--- src/rtl/tab_pkg.sv ---
// ============================================================
// tab_pkg : shared constants and state encoding for tab_div7
// Revision : 1.0
// ============================================================
`default_nettype none

package tab_pkg;

  localparam int TAB_SQ_W = 7;
  localparam int TAB_Q_W  = 5;
  localparam int TAB_R_W  = 3;
  localparam int TAB_REM_W = 4;
  localparam int TAB_CNT_W = 3;

  localparam logic [TAB_REM_W-1:0] TAB_DIVISOR  = 4'd7;
  localparam logic [TAB_Q_W-1:0]   TAB_N_MAX    = 5'd9;
  localparam logic [TAB_CNT_W-1:0] TAB_CNT_INIT = 3'd6;

  typedef enum logic [1:0] {
    ST_IDLE = 2'd0,
    ST_RUN  = 2'd1,
    ST_DONE = 2'd2
  } tab_state_e;

  // A code word is valid only when it is 7*n with n inside the table.
  function automatic logic tab_range_err(input logic [TAB_Q_W-1:0] q,
                                         input logic [TAB_R_W-1:0] r);
    return (q > TAB_N_MAX) || (r != '0);
  endfunction

endpackage

`default_nettype wire

--- src/rtl/tab_div7_step.sv ---
// ============================================================
// tab_div7_step : one combinational restoring-division step by 7
// Revision : 1.0
// ============================================================
`default_nettype none

module tab_div7_step
  import tab_pkg::*;
(
  input  logic [TAB_REM_W-1:0] rem,
  input  logic                 din,
  output logic [TAB_REM_W-1:0] rem_next,
  output logic                 qbit
);

  logic [TAB_REM_W:0]   shifted;
  logic [TAB_REM_W-1:0] diff;

  // rem is always below 7, so the top bit of shifted is zero in practice.
  always_comb begin
    shifted  = {rem, din};
    diff     = shifted[TAB_REM_W-1:0] - TAB_DIVISOR;
    qbit     = (shifted >= {1'b0, TAB_DIVISOR});
    rem_next = qbit ? diff : shifted[TAB_REM_W-1:0];
  end

endmodule

`default_nettype wire

--- src/rtl/tab_div7.sv ---
// ============================================================
// tab_div7 : serial restoring divider by 7 for table code words.
// TAB_DIV7_RANGE_CHK_EN enables the registered err flag.
// Revision : 1.0
// ============================================================
`default_nettype none

module tab_div7
  import tab_pkg::*;
(
  input  logic                clk,
  input  logic                rst_n,
  input  logic                start,
  input  logic [TAB_SQ_W-1:0] sq,
  output logic                busy,
  output logic                done,
  output logic [TAB_Q_W-1:0]  q,
  output logic [TAB_R_W-1:0]  r,
  output logic                exact,
  output logic                err
);

  tab_state_e           state;
  logic [TAB_CNT_W-1:0] cnt;
  logic [TAB_SQ_W-1:0]  dividend;
  logic [TAB_REM_W-1:0] rem;
  logic [TAB_Q_W-1:0]   qacc;

  logic [TAB_REM_W-1:0] step_rem;
  logic                 step_q;
  logic [TAB_Q_W-1:0]   q_weight;
  logic [TAB_Q_W-1:0]   q_next;
  logic [TAB_R_W-1:0]   r_fin;

  tab_div7_step u_step (
    .rem      (rem),
    .din      (dividend[TAB_SQ_W-1]),
    .rem_next (step_rem),
    .qbit     (step_q)
  );

  // Quotient bits for positions 6 and 5 are provably zero, so only 0..4 are kept.
  always_comb begin
    q_weight = '0;
    if (step_q && (cnt < TAB_CNT_W'(TAB_Q_W))) begin
      q_weight = TAB_Q_W'(1) << cnt;
    end
    q_next = qacc | q_weight;
    r_fin  = step_rem[TAB_R_W-1:0];
  end

  always_ff @(posedge clk or negedge rst_n) begin
    if (!rst_n) begin
      state    <= ST_IDLE;
      cnt      <= '0;
      dividend <= '0;
      rem      <= '0;
      qacc     <= '0;
      busy     <= 1'b0;
      done     <= 1'b0;
      q        <= '0;
      r        <= '0;
      exact    <= 1'b1;
    end else begin
      done <= 1'b0;
      case (state)
        ST_IDLE: begin
          if (start) begin
            state    <= ST_RUN;
            dividend <= sq;
            rem      <= '0;
            qacc     <= '0;
            cnt      <= TAB_CNT_INIT;
            busy     <= 1'b1;
          end
        end
        ST_RUN: begin
          dividend <= {dividend[TAB_SQ_W-2:0], 1'b0};
          rem      <= step_rem;
          qacc     <= q_next;
          if (cnt == '0) begin
            state <= ST_DONE;
            q     <= q_next;
            r     <= r_fin;
            exact <= (r_fin == '0);
          end else begin
            cnt <= cnt - 1'b1;
          end
        end
        ST_DONE: begin
          state <= ST_IDLE;
          busy  <= 1'b0;
          done  <= 1'b1;
        end
        default: begin
          state <= ST_IDLE;
          busy  <= 1'b0;
        end
      endcase
    end
  end

`ifdef TAB_DIV7_RANGE_CHK_EN
  always_ff @(posedge clk or negedge rst_n) begin
    if (!rst_n) begin
      err <= 1'b0;
    end else if ((state == ST_RUN) && (cnt == '0)) begin
      err <= tab_range_err(q_next, r_fin);
    end
  end
`else
  assign err = 1'b0;
`endif

endmodule

`default_nettype wire

--- config.mk ---
export PLATFORM = sky130hd
export DESIGN_NAME = tab_div7
export DESIGN_NICKNAME = d
export VERILOG_FILES = /design/src/rtl/tab_pkg.sv /design/src/rtl/tab_div7_step.sv /design/src/rtl/tab_div7.sv
export SDC_FILE = /design/constraint.sdc
export NUM_CORES = 1
export LEC_CHECK = 0
export ABC_AREA = 1
export BUFFER_PORTS_ARGS = -buffer_cell sky130_fd_sc_hd__buf_2
export CAP_MARGIN = 10
export CORE_UTILIZATION = 60
export DETAILED_ROUTE_END_ITERATION = 10
export PLACE_DENSITY = 0.88
export REMOVE_ABC_BUFFERS = 1
export SLEW_MARGIN = 30
export SYNTH_ARGS = -nofsm -noshare
export SYNTH_HDL_FRONTEND = slang
export SYNTH_SLANG_ARGS = --single-unit
--- constraint.sdc ---
create_clock -name clk -period 4.07 [get_ports clk]
set_clock_uncertainty 0.15 [all_clocks]
set_input_delay 0.2035 -clock clk [delete_from_list [all_inputs] [get_ports clk]]
set_output_delay 0.2035 -clock clk [all_outputs]
set_load 0.05 [all_outputs]
# Yosys cells after proc, flatten, opt, wreduce, memory -nomap -nowiden
# Index checks and enable logic that the tools add are counted.
# totals
reg_bits	32
latch_bits	0
ramBits	0
rom_bits	0
input_bits	10
output_inout_bits	12
elab_cells	49
n_memories	0
# op_classes
addsub	2
mul	0
div_mod_pow	0
magnitude_cmp	2
n_eq_ne	5
n_shift	1
n_mux	17
n_bitwise	2
n_reduce_logical	10
# op_table
operator	count
case mux 7 bit (2 select lines)	1
2-to-1 mux 5 bit	2
case mux 5 bit (2 select lines)	1
2-to-1 mux 4 bit	2
case mux 4 bit (2 select lines)	1
AND reduction 2 bit	4
2-to-1 mux 7 bit	1
zero test 3 bit	2
2-to-1 mux 3 bit	2
inequality test 2 bit, second input constant	3
case mux 3 bit (2 select lines)	1
greater-or-equal comparator 5 x 3 -> 1 bit, second input constant	1
bitwise OR 5 bit	1
left shift 1 x 3 -> 5 bit, first input constant	1
2-to-1 mux 2 bit	2
case mux 2 bit (2 select lines)	1
subtractor 4 x 3 -> 4 bit, second input constant	1
less-than comparator 3 bit, second input constant	1
AND reduction 3 bit	1
subtractor 3 x 1 -> 3 bit, second input constant	1
equality test 2 x 1 -> 1 bit, second input constant	1
equality test 2 bit, second input constant	1
zero test 2 bit	1
2-to-1 mux 1 bit	2
other kinds (4)	4

# Longest topological paths before layout
# logic_depth
word_depth	5
mapped_depth	9
mapped_depth_nobuf	9

# Cells and area by module
# A second synthesis with hierarchy kept.
# hier_totals
cells_unflattened	205
hier_area_um2	1584.0
# modules_own_cells
mod	n_inst	cells_per_inst	area_per_inst_um2	seq_area_each_um2
tab_div7	1	183	1461.4	802.0
tab_div7_step	1	22	122.6	0.0

# Worst setup path before layout
# Ideal clock, no wire load.
# synth_timing
path_type	register -> register
start	reg cnt[0]
end	reg cnt[2]
setup_ns	0.124
arrival_time_ns	1.138
required_time_ns	3.796
setup_slack_ns	2.659
stages_incl_launch_ff	9
path_buffers	0
synth_period_minus_slack_ns	1.411
path_cell_list	dfrtp_1 inv_1 ha_1 nand2_1 nand2_1 nand2_2 nand2_1 a21boi_1 o21ai_1
# synth_between
elab_chain_cells	3
elab_cells_between_ends	6
classes_between	1 x add/sub; 1 x eq/ne; 2 x mux; 2 x reduce/logical
# synth_lines
item	line	text
start, declared	tab_div7.sv:24	logic [TAB_CNT_W-1:0] cnt;
start signal, assigned	tab_div7.sv:87	cnt <= cnt - 1'b1;
subtractor 3 x 1 -> 3 bit or zero test 3 bit (tied branches)	tab_div7.sv:87, tab_div7.sv:81	
2-to-1 mux 3 bit or inequality test 2 bit (tied branches)	n/a	
case mux 3 bit (2 select lines) or AND reduction 3 bit (tied branches)	n/a	
# Parallel ways exist; a longest one is shown, timed or not. The select of a mux whose other input is x is not followed.
# A chain may end at the register's enable or synchronous reset.

# Final worst setup path
# layout_timing
start	reg state[1]
end	reg dividend[1]
# layout_between
elab_chain_cells	3
elab_cells_between_ends	6
classes_between	2 x eq/ne; 1 x mux; 3 x reduce/logical
# layout_lines
item	line	text
start, declared	tab_div7.sv:23	tab_state_e state;
start signal, assigned	tab_div7.sv:54	state <= ST_IDLE;
start signal, assigned	tab_div7.sv:69	state <= ST_RUN;
start signal, assigned	tab_div7.sv:82	state <= ST_DONE;
equality test 2 x 1 -> 1 bit or zero test 2 bit (tied branches)	tab_div7.sv:66	case (state)
nonzero test 2 bit (no source line) or inequality test 2 bit (tied branches)	n/a	
AND reduction 2 bit (no source line)	n/a	
end signal, assigned	tab_div7.sv:70	dividend <= sq;
end signal, assigned	tab_div7.sv:78	dividend <= {dividend[TAB_SQ_W-2:0], 1'b0};
end, declared	tab_div7.sv:25	logic [TAB_SQ_W-1:0] dividend;
# Parallel ways exist; a longest one is shown, timed or not.

==> results.py <==
metrics = {
    "cells_and_area": {
        "drive_gt1_frac": 0.2030,
        "design_area_um2": 1734,
        "finalNetCount": 217,
        "nFillCells": 187,
        "multi_input_area_um2": 616.8,
        "seqCellArea_um2": 802.0,
        "area_growth_pct": 11.50,
        "antennaDiodeCount": 0,
    },
    "yosys": {
        "yosys.area_share.adder": 0.04827,
        "ys_seq_area_frac": 0.5157,
        "synthSimpleGateAreaFrac": 0.2253,
        "ys_top_cells_by_area": "dfrtp_1 (50%), nand2_1 (12%), ha_1 (4.8%)",
        "synthCells": 176,
        "synth_ff_type": "dfrtp_1",
        "ys_types": 27,
        "yosysMostFrequentCell": "nand2_1",
        "synth_commonest_cells": "nand2_1 (50), dfrtp_1 (31), inv_1 (15)",
        "ys_seq_elements": 32,
        "syn_area_per_cell_um2": 8.837,
        "synth_xor_area_frac": 0,
        "async_reset_ff_frac": 1.000,
        "ys_warn_count": 0,
        "synth_top_family_by_area": "simple AND/OR/NAND/NOR gates",
        "synth_top_area_share": 0.4988,
        "synth_top_area_cell": "dfrtp_1",
        "synth_area_um2": 1555,
        "synth-edff-count": 0,
        "synth_compound_area_frac": 0.1207,
        "synth_mux_area_frac": 0,
    },
    "die": {
        "core_um2": 2455,
        "pin_count": 22,
        "rows": 18,
        "die-area_um2": 2799,
        "start_util": 0.6335,
        "dieHeight_um": 52.91,
        "fp.dieW_um": 52.91,
    },
    "route": {
        "drc": 0,
        "wl_um": 3008,
        "antenna_left": 0,
        "drtIter0Drc": 31,
        "via_per_inst": 5.440,
        "post_drt_wl_per_cell_um": 12.97,
        "drtPass1Iterations": 4,
        "via_count": 1262,
    },
    "sta": {
        "fmax_ghz": 0.4870,
        "holdWs_ns": 0.009901,
        "period_share": 0.5045,
        "finalSetupViolations": 0,
        "worst-slew-pin-transition_ns": 0.7064,
        "final_hold_viol_count": 0,
        "finalCriticalPeriod_ns": 2.053,
        "slew_headroom": 0.5290,
        "rsz0062_at_grt": "no",
        "drv_slew": 0,
        "setup_tns_ns": 0,
    },
    "cts": {
        "cts.clk_slew.worst_paths_ns": 0.09,
        "root_buffer": "clkbuf_4",
        "cts_tree": "yes",
        "cts.repair.resized": 0,
        "postCtsSetupRepairBufs": 0,
        "cts_buffers": 5,
        "clock_sinks": 32,
        "clk_path_buf_depth": 2,
        "clk_latency_ns": 0.33,
        "cts.htree.levels": 2,
    },
    "setup_path": {
        "cp.required_ns": 4.16,
        "critical_path_arrival_ns": 2.14,
        "startpoint_type": "register",
        "worstPathCellList": "nor2_4, inv_1, nand2_2, o21ai_0, o21ai_0",
        "cp_slowest_cell": "dfrtp_1",
        "cp-end-kind": "register",
        "crit_fanout": 21,
        "crit_type": "register to register",
        "crit_top_cell": "o21ai_0",
        "critPathMaxStageDelay_ns": 0.43,
        "reg2reg_depth": 5,
    },
    "placed_design": {
        "place_area_um2": 1635,
        "portBuffers": 20,
        "routabilityCongestion": 0.7788,
        "dp.final_hpwl_um": 2174,
    },
    "global_routing": {
        "grt-ovfl-total": 0,
        "grt_max_degree": 33,
        "grt_first_pass_wirelength_um": 4974,
        "grtUsageTotal": 0.2659,
        "grt_antenna_before_repair": 0,
        "grt_pass1_vias": 1198,
    },
    "pwr": {
        "power.leakage_uw": 0.0009232,
        "cellPowerDensity_nw_per_um2": 845.4,
        "peakVddDrop_mv": 0.5180,
        "power_uw": 1466,
    },
    "hold_path": {
        "holdPathStages": 3,
        "hp-class": "input port to register",
    },
    "job": {
        "drv_cap": 0,
    },
    "run_status": {
        "status": "complete, no violations",
    },
}
==> state kept, by name, summed over array words and instances (netlist names) <==
name	count
exact	1
done	1
cnt	3
state	2
qacc	5
q	5
r	3
dividend	7
busy	1
rem	4
==> metrics by stage <==
stage	std cells	setup WS, ns	util
after global routing	232	1.845	0.7064
after CTS	232	2.046	0.7064
after detailed placement	220	2.072	0.6662
final	232	2.017	0.7064
after global placement	220	2.243	0.6662
after floorplan	170	2.439	-
==> power breakdown <==
| part | leakage (uW) | internal [uW] | switching [uW] |
|---|---|---|---|
| combinational | 0.000499 | 210 | 530 |
| sequential | 0.000392 | 456 | 84.4 |
| clock | 0.0000326 | 85.1 | 101 |
==> layout make-up <==
cell class | instances | area share
Sequential cell | 32 | 0.4625
Multi-Input combinational cell | 117 | 0.3557
Timing Repair Buffer | 24 | 0.08081
Inverter | 21 | 0.04545
Clock buffer | 8 | 0.03391
Tap cell | 30 | 0.02165
==> per-layer routing <==
layer,vias to the layer above,global-route usage,routed length [um]
met2,42,0.3966,1502
met5,-,0,0
met4,0,0.2061,76
met1,597,0.2892,1262
li1,615,-,-
met3,8,0.1236,166
==> cells in the final DEF (no fill, tap or decap), types with 2 or more instances in the layout <==
cell type      count
nand2_1           50
dfrtp_1           31
buf_2             20
inv_1             15
o21ai_1           12
nand3_1            9
nor2_1             8
ha_1               6
inv_2              5
o21ai_0            5
o211ai_1           5
clkbuf_4           5
dlygate4sd3_1      4
nand2_2            3
o22ai_1            3
o21bai_1           3
nand2_4            2
nand4_1            2
nor2_2             2
a21oi_1            2
clkbuf_1           2
==> worst max-delay path: cells and delay by family, from the launching register on <==
family,cells,cell delay (ns)
DFF,1,0.43
buffers and inverters,1,0.29
and+or+nand+nor,2,0.70
AOI/OAI and AO/OA,2,0.39
==> logic make-up after synthesis <==
family                     after synthesis
DFF                                     32
other                                    1
adders and majority gates                6
buffers and inverters                   27
AOI/OAI and AO/OA                       32
and+or+nand+nor                         78
==> repair_timing <==
action / CTS / global route
hold buffers: 4 / 0
endpoints found under the setup margin: 0 / 0
endpoints found under the hold margin: 34 / 0
==> worst paths after layout <==
kind / endpoint / startpoint / slack [ns]
worst min-delay path: dividend[4] / sq[4] / 0.01
min in group asynchronous: r[1] / rst_n / 0.29
worst max register to register: dividend[1] / state[1] / 2.02
max in group asynchronous: dividend[6] / rst_n / 3.02
worst max-delay path: dividend[1] / state[1] / 2.02
worst min register to register: done / state[0] / 0.30
Note: power is estimated with default switching activity, not from simulation.
